==> src/rtl/ring_counter_param.sv <==
// WIDTH-bit ring (one-hot) / Johnson shift counter with load, one-hot preset and wrap pulse.
// Optional RING_COUNTER_SELF_CORRECT_EN: an enabled shift from an illegal state restores the base state.
module ring_counter_param #(
    parameter int unsigned WIDTH     = 4,
    parameter logic [31:0] RESET_VAL = 32'd1
) (
    input  logic                                        clk,
    input  logic                                        rst,
    input  logic                                        en,
    input  logic                                        mode,
    input  logic                                        dir,
    input  logic                                        load,
    input  logic [WIDTH-1:0]                            load_val,
    input  logic                                        set_pos,
    input  logic [((WIDTH > 1) ? $clog2(WIDTH) : 1)-1:0] pos,
    output logic [WIDTH-1:0]                            out,
    output logic                                        wrap,
    output logic                                        illegal
);

    logic [WIDTH-1:0] r_out;
    logic             r_wrap;
    logic             r_illegal;

    logic [WIDTH-1:0] w_shift;
    logic [WIDTH-1:0] w_base;
    logic [WIDTH-1:0] w_onehot;
    logic             w_pos_ok;
    logic [WIDTH-1:0] w_next;
    logic             w_wrap_next;
    logic             w_ill_next;

    // Ring legality: exactly one bit set.
    function automatic logic f_ring_illegal(input logic [WIDTH-1:0] v);
        int unsigned ones;
        ones = 0;
        for (int unsigned i = 0; i < WIDTH; i++) begin
            ones = ones + {31'd0, v[i]};
        end
        return ones != 32'd1;
    endfunction

    // Johnson legality: at most one boundary between adjacent bits.
    function automatic logic f_johnson_illegal(input logic [WIDTH-1:0] v);
        int unsigned edges;
        edges = 0;
        for (int unsigned i = 0; i < WIDTH - 1; i++) begin
            if (v[i] != v[i+1]) begin
                edges = edges + 32'd1;
            end
        end
        return edges > 32'd1;
    endfunction

    function automatic logic f_illegal(input logic [WIDTH-1:0] v, input logic johnson);
        return johnson ? f_johnson_illegal(v) : f_ring_illegal(v);
    endfunction

    always_comb begin
        w_shift = r_out;
        if (!dir) begin
            w_shift = {r_out[WIDTH-2:0], mode ? ~r_out[WIDTH-1] : r_out[WIDTH-1]};
        end else begin
            w_shift = {mode ? ~r_out[0] : r_out[0], r_out[WIDTH-1:1]};
        end
    end

    // Base state is 1 in ring mode and all zeros in Johnson mode.
    assign w_base   = {{(WIDTH-1){1'b0}}, ~mode};
    assign w_onehot = {{(WIDTH-1){1'b0}}, 1'b1} << pos;
    assign w_pos_ok = (32'(pos) < WIDTH);

`ifdef RING_COUNTER_SELF_CORRECT_EN
    logic w_cur_illegal;
    assign w_cur_illegal = f_illegal(r_out, mode);
`endif

    always_comb begin
        w_next      = r_out;
        w_wrap_next = 1'b0;
        if (load) begin
            w_next = load_val;
        end else if (set_pos) begin
            w_next = w_pos_ok ? w_onehot : r_out;
        end else if (en) begin
`ifdef RING_COUNTER_SELF_CORRECT_EN
            if (w_cur_illegal) begin
                w_next      = w_base;
                w_wrap_next = 1'b1;
            end else begin
                w_next      = w_shift;
                w_wrap_next = (w_shift == w_base);
            end
`else
            w_next      = w_shift;
            w_wrap_next = (w_shift == w_base);
`endif
        end
    end

    assign w_ill_next = f_illegal(w_next, mode);

    always_ff @(posedge clk) begin
        if (!rst) begin
            r_out     <= RESET_VAL[WIDTH-1:0];
            r_wrap    <= 1'b0;
            r_illegal <= 1'b0;
        end else begin
            r_out     <= w_next;
            r_wrap    <= w_wrap_next;
            r_illegal <= w_ill_next;
        end
    end

    assign out     = r_out;
    assign wrap    = r_wrap;
    assign illegal = r_illegal;

endmodule

==> config.mk <==
export PLATFORM = sky130hd
export DESIGN_NAME = ring_counter_param
export DESIGN_NICKNAME = d
export VERILOG_FILES = /design/src/rtl/ring_counter_param.sv
export SDC_FILE = /design/constraint.sdc
export NUM_CORES = 1
export LEC_CHECK = 0
export BUFFER_PORTS_ARGS = -buffer_cell sky130_fd_sc_hd__buf_2
export CORE_MARGIN = 2
export CORE_UTILIZATION = 40
export CTS_CLUSTER_DIAMETER = 40
export DETAILED_ROUTE_END_ITERATION = 8
export GPL_TIMING_DRIVEN = 0
export HOLD_SLACK_MARGIN = 0.1
export MAX_ROUTING_LAYER = met4
export PLACE_DENSITY = 0.68
export SYNTH_ARGS = -nofsm -noshare
export SYNTH_HDL_FRONTEND = slang
export SYNTH_SLANG_ARGS = --single-unit
==> constraint.sdc <==
create_clock -name clk -period 3.03 [get_ports clk]
set_clock_uncertainty 0.05 [all_clocks]
set_input_delay 0.606 -clock clk [delete_from_list [all_inputs] [get_ports clk]]
set_output_delay 0.606 -clock clk [all_outputs]
set_load 0.1 [all_outputs]
Word-level counts from Yosys, hierarchy flattened
Cells that the tools add are included.
Storage, ports and cells
  output and inout bits: 6
  register bits after elaboration: 6
Cells by class
  equal/unequal tests: 5
  reductions and logical operators: 1
  bitwise operators: 5
  add/sub/neg operators: 5
  shifts and indexed selects: 1
  mux-type cells: 10
  order comparisons: 1
Operators by type and width (count)
  adder 32 x 1 -> 32 bit, second input constant: 2
  two-way mux 32 bit: 2
  greater-than comparator 32 x 1 -> 1 bit, second input constant: 1
  two-way mux 4 bit: 4
  NOT 1 bit: 5
  adder 3 x 1 -> 4 bit: 1
  == test 4 x 1 -> 1 bit: 1
  two-way mux 1 bit: 4
  inequality test 4 x 1 -> 1 bit, second input constant: 1
  OR reduction 4 bit: 1
  left shift 1 x 2 -> 4 bit, first input constant: 1
  adder 2 x 1 -> 3 bit: 1
  inequality test 1 bit: 3
  adder 1 x 1 -> 2 bit: 1

Depth between registers and ports, before layout
Gate-level depths: netlist of the first run.
  word-level depth: 14
  depth in mapped cells: 10

Worst setup path after synthesis of the first run
No wires, ideal clock.
  path type: register to register
  from: register r_out[3], in the netlist out[3]
  to: register r_illegal, in the netlist illegal
  required time: 2.846 ns
  arrival: 3.126 ns
  setup slack: -0.281 ns
  cell stages (with the launch flop): 10
  clock period less this slack: 3.311 ns
  cell sequence: dfxtp_1 > xor2_1 > o211a_1 > o31a_1 > mux2_2 > fa_1 > ha_1 > ha_1 > o41ai_1 > a311oi_1
On the way
  longest elaborated chain between the ends: 14
  elaborated cells between the ends (all ways): 20
  classes of those cells: add/sub (5); order compare (1); eq/ne (4); mux (9); bitwise (1)
Ends and longest elaborated chain
  from (decl): line 21  | logic [WIDTH-1:0] r_out;
  from (signal assigned): line 105  | r_out <= RESET_VAL[WIDTH-1:0];
  from (signal assigned): line 109  | r_out <= w_next;
  NOT 1 bit: line 62  | w_shift = {r_out[WIDTH-2:0], mode ? ~r_out[WIDTH-1] : r_out[WIDTH-1]};
  two-way mux 1 bit *: line 62
  two-way mux 4 bit *: line 61  | if (!dir) begin
  two-way mux 4 bit *: line 85  | end else if (en) begin
  two-way mux 4 bit *: line 83  | end else if (set_pos) begin
  two-way mux 4 bit *: line 81  | if (load) begin
  named net w_next[0]: line 29  | logic [WIDTH-1:0] w_next;
  inequality test 1 bit: line 48  | if (v[i] != v[i+1]) begin
  two-way mux 1 bit: line 48
  adder 32 x 1 -> 32 bit: line 49  | edges = edges + 32'd1;
  two-way mux 32 bit: line 48
  adder 32 x 1 -> 32 bit: line 49
  two-way mux 32 bit: line 48
  greater-than comparator 32 x 1 -> 1 bit: line 52  | return edges > 32'd1;
  two-way mux 1 bit *: line 56  | return johnson ? f_johnson_illegal(v) : f_ring_illegal(v);
  to (signal assigned): line 111  | r_illegal <= w_ill_next;
  to (decl): line 23  | logic r_illegal;
Mark *: on every way through the listed nets, which the timed path passes. The rest lies on a longest branch.
A chain may end at the register's enable or synchronous reset.

Worst setup path in the final report of the first run
  from: input mode
  to: register r_illegal, in the netlist illegal
On the way
  longest elaborated chain between the ends: 13
  elaborated cells between the ends (all ways): 19
  classes of those cells: add/sub (5); order compare (1); eq/ne (3); mux (10)
Ends and longest elaborated chain
  from (decl): line 10  | input logic mode,
  two-way mux 1 bit *: line 62
  two-way mux 4 bit *: line 61
  two-way mux 4 bit *: line 85
  two-way mux 4 bit *: line 83
  two-way mux 4 bit *: line 81
  named net w_next[0]: line 29
  inequality test 1 bit: line 48
  two-way mux 1 bit: line 48
  adder 32 x 1 -> 32 bit: line 49
  two-way mux 32 bit: line 48
  adder 32 x 1 -> 32 bit: line 49
  two-way mux 32 bit: line 48
  greater-than comparator 32 x 1 -> 1 bit: line 52
  two-way mux 1 bit *: line 56
Marks and branches as above.

==> results of run 1 <==
power groups by stage:
stage	combinational, W	clock (W)	sequential, W
finish	0.000136	0.0000703	0.0000919
global route	0.000148	0.0000772	0.0000930
detailed placement	0.000135	0	0.0000933
CTS	0.000137	0.0000720	0.0000919
floorplan	0.0000652	0	0.000138
global placement	0.000135	0	0.0000932
registers in the layout, summed over array words and instances, names as in the netlist:
register,cells
illegal,1
out,4
wrap,1
kinds of logic (layout without fill, tap and decap cells):
group	after synthesis	after routing	synth area share
compound gates	19	19	0.257
xor+xnor	2	2	0.0313
fa+ha+maj	4	4	0.103
buf+inv	10	27	0.110
flops	6	6	0.215
mux	3	3	0.0559
simple gates	21	21	0.228
worst paths after layout:
path | start | end | slack (ps) | depth (start not counted)
max reg2reg | out[3]$_SDFF_PN0_ | illegal$_SDFF_PN0_ | 300 | 9
max | mode | illegal$_SDFF_PN0_ | 140 | 10
min | out[2]$_SDFF_PN0_ | wrap$_SDFF_PP0_ | 540 | 2
min reg2reg | out[2]$_SDFF_PN0_ | wrap$_SDFF_PP0_ | 540 | 2
layer usage:
layer,vias to the layer above,GRT usage,part of all wire
li1,270,-,-
met1,227,0.215,0.52
met2,12,0.227,0.43
met3,0,0.0479,0.041
met4,0,0,0
met5,-,-,0
final cells by class:
class,count,share of cell area
plain buffers,4,0.0571
clock buffers,3,0.0331
inverters,6,0.0331
multi-input cells,49,0.567
flip-flops and latches,6,0.179
well taps,15,0.0276
repair buffers,14,0.103
worst min-delay path: cells and delay by family (launching register included):
kind	cells	cell delay, ps
compound gates	1	40
simple gates	1	130
flops	1	370
synthesized netlist by cell type, drive strengths merged:
cell / instances
inv: 5
nand2: 1
buf: 3
a21oi: 2
clkinv: 1
nand3: 2
mux2i: 2
o41ai: 1
mux2: 1
ha: 3
and2: 3
nor3b: 2
or4b: 1
o211a: 1
xor2: 1
a211oi: 1
nand4b: 1
fa: 1
a2111oi: 1
o21a: 2
nand2b: 3
nor2b: 2
o21ai: 5
dfxtp: 6
clkbuf: 1
a31o: 2
o31a: 1
nor2: 6
a32oi: 1
a311oi: 2
xnor2: 1
stage by stage:
stage | hold slack [ps] | area [µm²] | TNS [ps] | setup WS (ps) | total power [W]
after detailed placement | 536 | 657 | -109 | -109 | 0.000228
final | 541 | 679 | 0 | 136 | 0.000298
after floorplan | 623 | 568 | 0 | 2.71 | 0.000203
after global placement | 537 | 657 | -130 | -130 | 0.000228
after global routing | 554 | 679 | 0 | 59.6 | 0.000318
after CTS | 542 | 679 | 0 | 132 | 0.000301
==> Implementation_results.wiki, run 1 <==
{| class="wikitable"
! Metric !! Value
|-
| Result of the run || complete, no violations
|-
| Cell with the biggest individual delay on the critical path || sky130_fd_sc_hd__fa_1
|-
| Buffering stage count on the worst path with inverters included || 1
|-
| Peak supply drop || 0.000337 V
|-
| Req. time, crit path || slightly above 3000 ps
|-
| Shortest period the worst path allows || 2890 ps
|-
| Starting Density || 0.430
|-
| Power Internal || between 0.00015 and 0.0002 W
|-
| Fill cell total of the finished layout || 139
|-
| Total wire length after detailed routing || about 1100 µm
|-
| Worst-skew pair later-pin latency || roughly 240 ps
|-
| Initial antenna violation count || 0
|-
| Slew at the pin closest to its max-slew limit || 487 ps
|-
| Final #Nets || between 100 and 150
|-
| Peak Freq || between 300 and 400 MHz
|-
| Number of max-cap violations || 0
|-
| Via-to-Cell Ratio || 5.25
|-
| Cell Area, Synth || between 500 and 600 µm²
|-
| GR Overflow Total || 0
|-
| Clock slew at the register clock pins of the worst setup and hold paths || roughly 40 ps
|-
| Startpoint type of the worst setup path || primary input
|-
| Multi-input combinational cell area || 385 µm²
|-
| Top-area cell type share of the netlist area || 0.215
|-
| Antenna diodes || 0
|-
| Mean instance size in the synthesized netlist || around 8.6 µm²
|-
| Total area of sequential cells || between 100 and 150 µm²
|-
| Comb pwr share || 0.456
|-
| Number of buffers inserted during clock tree synthesis || 3
|-
| Cts repair resizes || 0
|-
| Portion of total power attributed to the clock network || 0.236
|-
| Number of different library cells in the post-synthesis netlist || 33
|-
| Routability Congestion || slightly below 0.8
|-
| Portion of the clock cycle consumed by the worst path in the final layout || 0.955
|-
| Number of optimization iterations in the first detailed-route pass || 4
|-
| Hold_buf cts || 0
|-
| Remaining routing DRC violations || 0
|-
| Top Ports || 19
|-
| Wire length per cell || 11.6 µm
|-
| Via count of the first global-routing pass || approximately 380
|-
| Cell type contributing the most total cell area after synthesis || sky130_fd_sc_hd__dfxtp_1
|-
| Die ar. || around 1700 µm²
|-
| Switching power as a share of total power || 0.410
|-
| Count of routing violations after the opening detailed-route iteration || 15
|-
| TritonCTS Sinks || 6
|-
| Reported leakage power || ~0.32 nW
|-
| Max_slew headroom || 0.678
|-
| Final hold violations || 0
|-
| Unrepaired setup endpoints after global routing || no
|-
| Number of warnings reported in the yosys synthesis log || 0
|-
| Total routing usage reported by global routing || 0.152
|-
| Count of placed standard cells in the final layout, fillers left out || slightly below 100
|-
| Share of layout cells above drive strength 1 || 0.354
|-
| Critical path fanouts, max || 6
|-
| Post-route antenna net violation count || 0
|-
| Maximum buffer depth of the clock tree || 2
|-
| Switching power of the nets || approximately 0.00012 W
|-
| Core area || 1300 µm²
|-
| Count of state elements after synthesis || 6
|-
| Number of instances in the synthesized netlist || between 60 and 70
|-
| Top cells by area in the synthesized netlist || sky130_fd_sc_hd__dfxtp_1 (21%), sky130_fd_sc_hd__ha_1 (6.7%), sky130_fd_sc_hd__buf_6 (6.0%)
|-
| Endpoint arrival time on the critical path || about 3000 ps
|-
| Growth of design area from synthesis to finish || 21.5%
|-
| Cell area power density || around 440 nW/µm²
|-
| CTS Root Buffer Type || sky130_fd_sc_hd__clkbuf_4
|-
| Count of pins over their slew limit || 0
|-
| Endpoint kind of the worst setup timing path || register
|-
| Placed cell count || 94
|-
| Maximum number of pins on one net before global-route repair || 11
|-
| Largest delay contributor family on the critical path || adder cells
|-
| Commonest non-fill, non-tap cells in the layout || sky130_fd_sc_hd__buf_2 (14), sky130_fd_sc_hd__nor2_1 (6), sky130_fd_sc_hd__inv_1 (5), sky130_fd_sc_hd__dfxtp_1 (5), sky130_fd_sc_hd__o21ai_0 (4)
|-
| Via count of the routed design || 509
|-
| Placement Rows || 13
|-
| Layout Utilization || 0.522
|-
| Number of buffers added on ports || 14
|-
| Die boundary width || roughly 41 µm
|-
| Type of the setup path with the least slack || primary input to register
|-
| H-tree levels || 1
|-
| Reg power frac || 0.308
|-
| Nets in the synthesized netlist || slightly above 80
|-
| Most used cell, CP || sky130_fd_sc_hd__ha_1
|-
| Proportion of synthesized chip area in sequential cells || 0.215
|-
| Most common cell after layout, fill and taps aside || sky130_fd_sc_hd__buf_2
|-
| Half-perimeter wire length after detailed placement || 875 µm
|-
| Post-CTS setup buffers || 0
|-
| Setup violations, final || 0
|-
| Vert. Die Dim || 41.4 µm
|-
| First-pass GRT wire length || between 1500 and 2000 µm
|-
| Clock tree from TritonCTS || done
|-
| Worst min path class || register to register
|-
| CP cell instances || buf_6 > xor2_1 > o211a_1 > o31a_1 > mux2_2 > fa_1 > ha_1 > ha_1 > o41ai_2 > a311oi_1
|-
| Slowest cell delay on critical path || roughly 480 ps
|}
No activity file was read; power rests on OpenSTA's default activity.
==> run 2, diff against run 1 <==
--- a/config.mk
+++ b/config.mk
@@ -8,12 +8,13 @@
 export BUFFER_PORTS_ARGS = -buffer_cell sky130_fd_sc_hd__buf_2
 export CORE_MARGIN = 2
 export CORE_UTILIZATION = 40
+export CTS_BUF_LIST = sky130_fd_sc_hd__clkbuf_4
 export CTS_CLUSTER_DIAMETER = 40
 export DETAILED_ROUTE_END_ITERATION = 8
 export GPL_TIMING_DRIVEN = 0
 export HOLD_SLACK_MARGIN = 0.1
 export MAX_ROUTING_LAYER = met4
-export PLACE_DENSITY = 0.68
+export PLACE_DENSITY = 0.66
 export SYNTH_ARGS = -nofsm -noshare
 export SYNTH_HDL_FRONTEND = slang
 export SYNTH_SLANG_ARGS = --single-unit
==> run 2 against run 1 <==
Final cell count stayed put; routed wire length increased by 0.45%; count of clock-buffer cells in the layout stayed put; worst hold slack better by 3.5 ps; combinational power about the same; largest cell class unchanged.
==> Implementation_results.wiki, run 2 (synthesis results as in run 1) <==
{| class="wikitable"
! Metric !! Value
|-
| Critical path fanouts, max || 6 (unchanged)
|-
| Number of max-cap violations || 0 (unchanged)
|-
| Startpoint type of the worst setup path || primary input (unchanged)
|-
| Wire length per cell || 11.6 µm (about the same)
|-
| CTS Root Buffer Type || sky130_fd_sc_hd__clkbuf_4 (unchanged)
|-
| Initial antenna violation count || 0 (unchanged)
|-
| Commonest non-fill, non-tap cells in the layout || sky130_fd_sc_hd__buf_2 (14), sky130_fd_sc_hd__nor2_1 (6), sky130_fd_sc_hd__inv_1 (5), sky130_fd_sc_hd__dfxtp_1 (5), sky130_fd_sc_hd__o21ai_0 (4) (unchanged)
|-
| Placed cell count || 94 (unchanged)
|-
| Reported leakage power || 0.318 nW (unchanged)
|-
| Fill cell total of the finished layout || 128 (was 139)
|-
| Post-route antenna net violation count || 0 (unchanged)
|-
| Met2 layer usage reported by global route || 0.258 (was 0.227)
|-
| Count of placed standard cells in the final layout, fillers left out || 97 (unchanged)
|-
| Number of buffers inserted during clock tree synthesis || 3 (unchanged)
|-
| Starting Density || 0.430 (unchanged)
|-
| Unrepaired setup endpoints after global routing || no (unchanged)
|-
| Shortest period the worst path allows || 2900 ps (was 2890 ps)
|-
| Met3 usage || 0.0479 (unchanged)
|-
| Endpoint arrival time on the critical path || 2960 ps (was 2950 ps)
|-
| Growth of design area from synthesis to finish || 21.5% (unchanged)
|-
| Routability Congestion || 0.742 (was 0.770)
|-
| Post-CTS setup buffers || 0 (unchanged)
|-
| Die boundary width || 41.4 µm (unchanged)
|-
| Total area of sequential cells || 121 µm² (unchanged)
|-
| Type of the setup path with the least slack || primary input to register (unchanged)
|-
| Req. time, crit path || 3080 ps (about the same)
|-
| GR Overflow Total || 0 (unchanged)
|-
| Via-to-Cell Ratio || 5.32 (was 5.25)
|-
| Half-perimeter wire length after detailed placement || 914 µm (was 875 µm)
|-
| Die ar. || 1710 µm² (unchanged)
|-
| Top Ports || 19 (unchanged)
|-
| Placement Rows || 13 (unchanged)
|-
| Cell area power density || 440 nW/µm² (was 438 nW/µm²)
|-
| Peak supply drop || 0.000324 V (was 0.000337 V)
|-
| Worst-skew pair later-pin latency || 240 ps (about the same)
|-
| Final #Nets || 101 (unchanged)
|-
| TritonCTS Sinks || 6 (unchanged)
|-
| Number of optimization iterations in the first detailed-route pass || 6 (was 4)
|-
| Hold_buf cts || 0 (unchanged)
|-
| Endpoint kind of the worst setup timing path || register (unchanged)
|-
| First-pass GRT wire length || 1690 µm (was 1680 µm)
|-
| H-tree levels || 1 (unchanged)
|-
| Clock tree from TritonCTS || done (unchanged)
|-
| Most common cell after layout, fill and taps aside || sky130_fd_sc_hd__buf_2 (unchanged)
|-
| Vert. Die Dim || 41.4 µm (unchanged)
|-
| Portion of the clock cycle consumed by the worst path in the final layout || 0.958 (was 0.955)
|-
| Cells on worst reg2reg path || 9 (unchanged)
|-
| Total wire length after detailed routing || 1130 µm (was 1120 µm)
|-
| Via count of the first global-routing pass || 410 (was 383)
|-
| Number of flip-flops under the largest register name || 4 (unchanged)
|-
| Global routing met1 resource utilization || 0.190 (was 0.215)
|-
| Layout Utilization || 0.522 (unchanged)
|-
| Remaining routing DRC violations || 0 (unchanged)
|-
| Busiest layer in global routing || met2 (unchanged)
|-
| Via count of the routed design || 516 (was 509)
|-
| Count of routing violations after the opening detailed-route iteration || 9 (was 15)
|-
| Share of layout cells above drive strength 1 || 0.354 (unchanged)
|-
| Number of buffers added on ports || 14 (unchanged)
|-
| Result of the run || complete, no violations (unchanged)
|-
| Setup violations, final || 0 (unchanged)
|-
| Count of pins over their slew limit || 0 (unchanged)
|-
| Maximum number of pins on one net before global-route repair || 11 (unchanged)
|-
| Core area || 1300 µm² (unchanged)
|-
| Max_slew headroom || 0.678 (about the same)
|-
| Final hold violations || 0 (unchanged)
|-
| Antenna diodes || 0 (unchanged)
|-
| Maximum buffer depth of the clock tree || 2 (unchanged)
|-
| Hold path depth || 2 (unchanged)
|-
| Multi-input combinational cell area || 385 µm² (unchanged)
|-
| Slew at the pin closest to its max-slew limit || 486 ps (was 487 ps)
|-
| Peak Freq || 345 MHz (was 346 MHz)
|-
| Total routing usage reported by global routing || 0.153 (was 0.152)
|-
| Cts repair resizes || 0 (unchanged)
|-
| Clock slew at the register clock pins of the worst setup and hold paths || 40 ps (about the same)
|-
| Worst min path class || register to register (unchanged)
|}
## run 2: cell counts in the layout (fill, tap and decap cells not counted)
Identical to the previous run, type by type.
## run 2: worst max-delay path, stage by stage
cell,delay (ps)
sky130_fd_sc_hd__buf_6,110
sky130_fd_sc_hd__xor2_1,150
sky130_fd_sc_hd__o211a_1,200
sky130_fd_sc_hd__o31a_1,240
sky130_fd_sc_hd__mux2_2,310
sky130_fd_sc_hd__fa_1,490
sky130_fd_sc_hd__ha_1,200
sky130_fd_sc_hd__ha_1,280
sky130_fd_sc_hd__o41ai_2,290
sky130_fd_sc_hd__a311oi_1,70
## run 2: area by class of cell
class	instances	area share
plain buffers	4	0.0571
clock buffers	3	0.0331
inverters	6	0.0331
multi-input cells	49	0.567
flip-flops and latches	6	0.179
well taps	15	0.0276
repair buffers	14	0.103
## run 2: where the power goes
| group | leakage, nW | switching (W) | internal (W) |
|---|---|---|---|
| Combinational | 0.254 | 0.0000917 | 0.0000456 |
| Sequential | 0.0500 | 0.00000609 | 0.0000859 |
| Clock | 0.0138 | 0.0000253 | 0.0000446 |
## run 2: path summary, 6_finish.rpt
| check | startpoint | endpoint | slack [ps] |
|---|---|---|---|
| worst max-delay path | mode | illegal$_SDFF_PN0_ | 130 |
| worst min-delay path | out[2]$_SDFF_PN0_ | wrap$_SDFF_PP0_ | 540 |
| worst max register to register | out[3]$_SDFF_PN0_ | illegal$_SDFF_PN0_ | 290 |
| worst min register to register | out[2]$_SDFF_PN0_ | wrap$_SDFF_PP0_ | 540 |
## run 2: metal layers
layer | vias up | share of wire | routed length, µm
li1 | 267 | - | -
met1 | 236 | 0.51 | 580
met2 | 13 | 0.44 | 491
met3 | 0 | 0.051 | 57
met4 | 0 | 0 | 0
met5 | - | 0 | 0
## run 2: through the flow
step / TNS [ps] / setup WS [ps] / total power, W / hold slack [ps] / area, µm²
finish: 0 / 127 / 0.000299 / 544 / 679
detailed placement: -101 / -101 / 0.000230 / 542 / 657
global placement: -134 / -134 / 0.000228 / 537 / 657
CTS: 0 / 134 / 0.000302 / 547 / 679
global route: 0 / 63.7 / 0.000317 / 556 / 679
floorplan: 0 / 2.71 / 0.000203 / 623 / 568
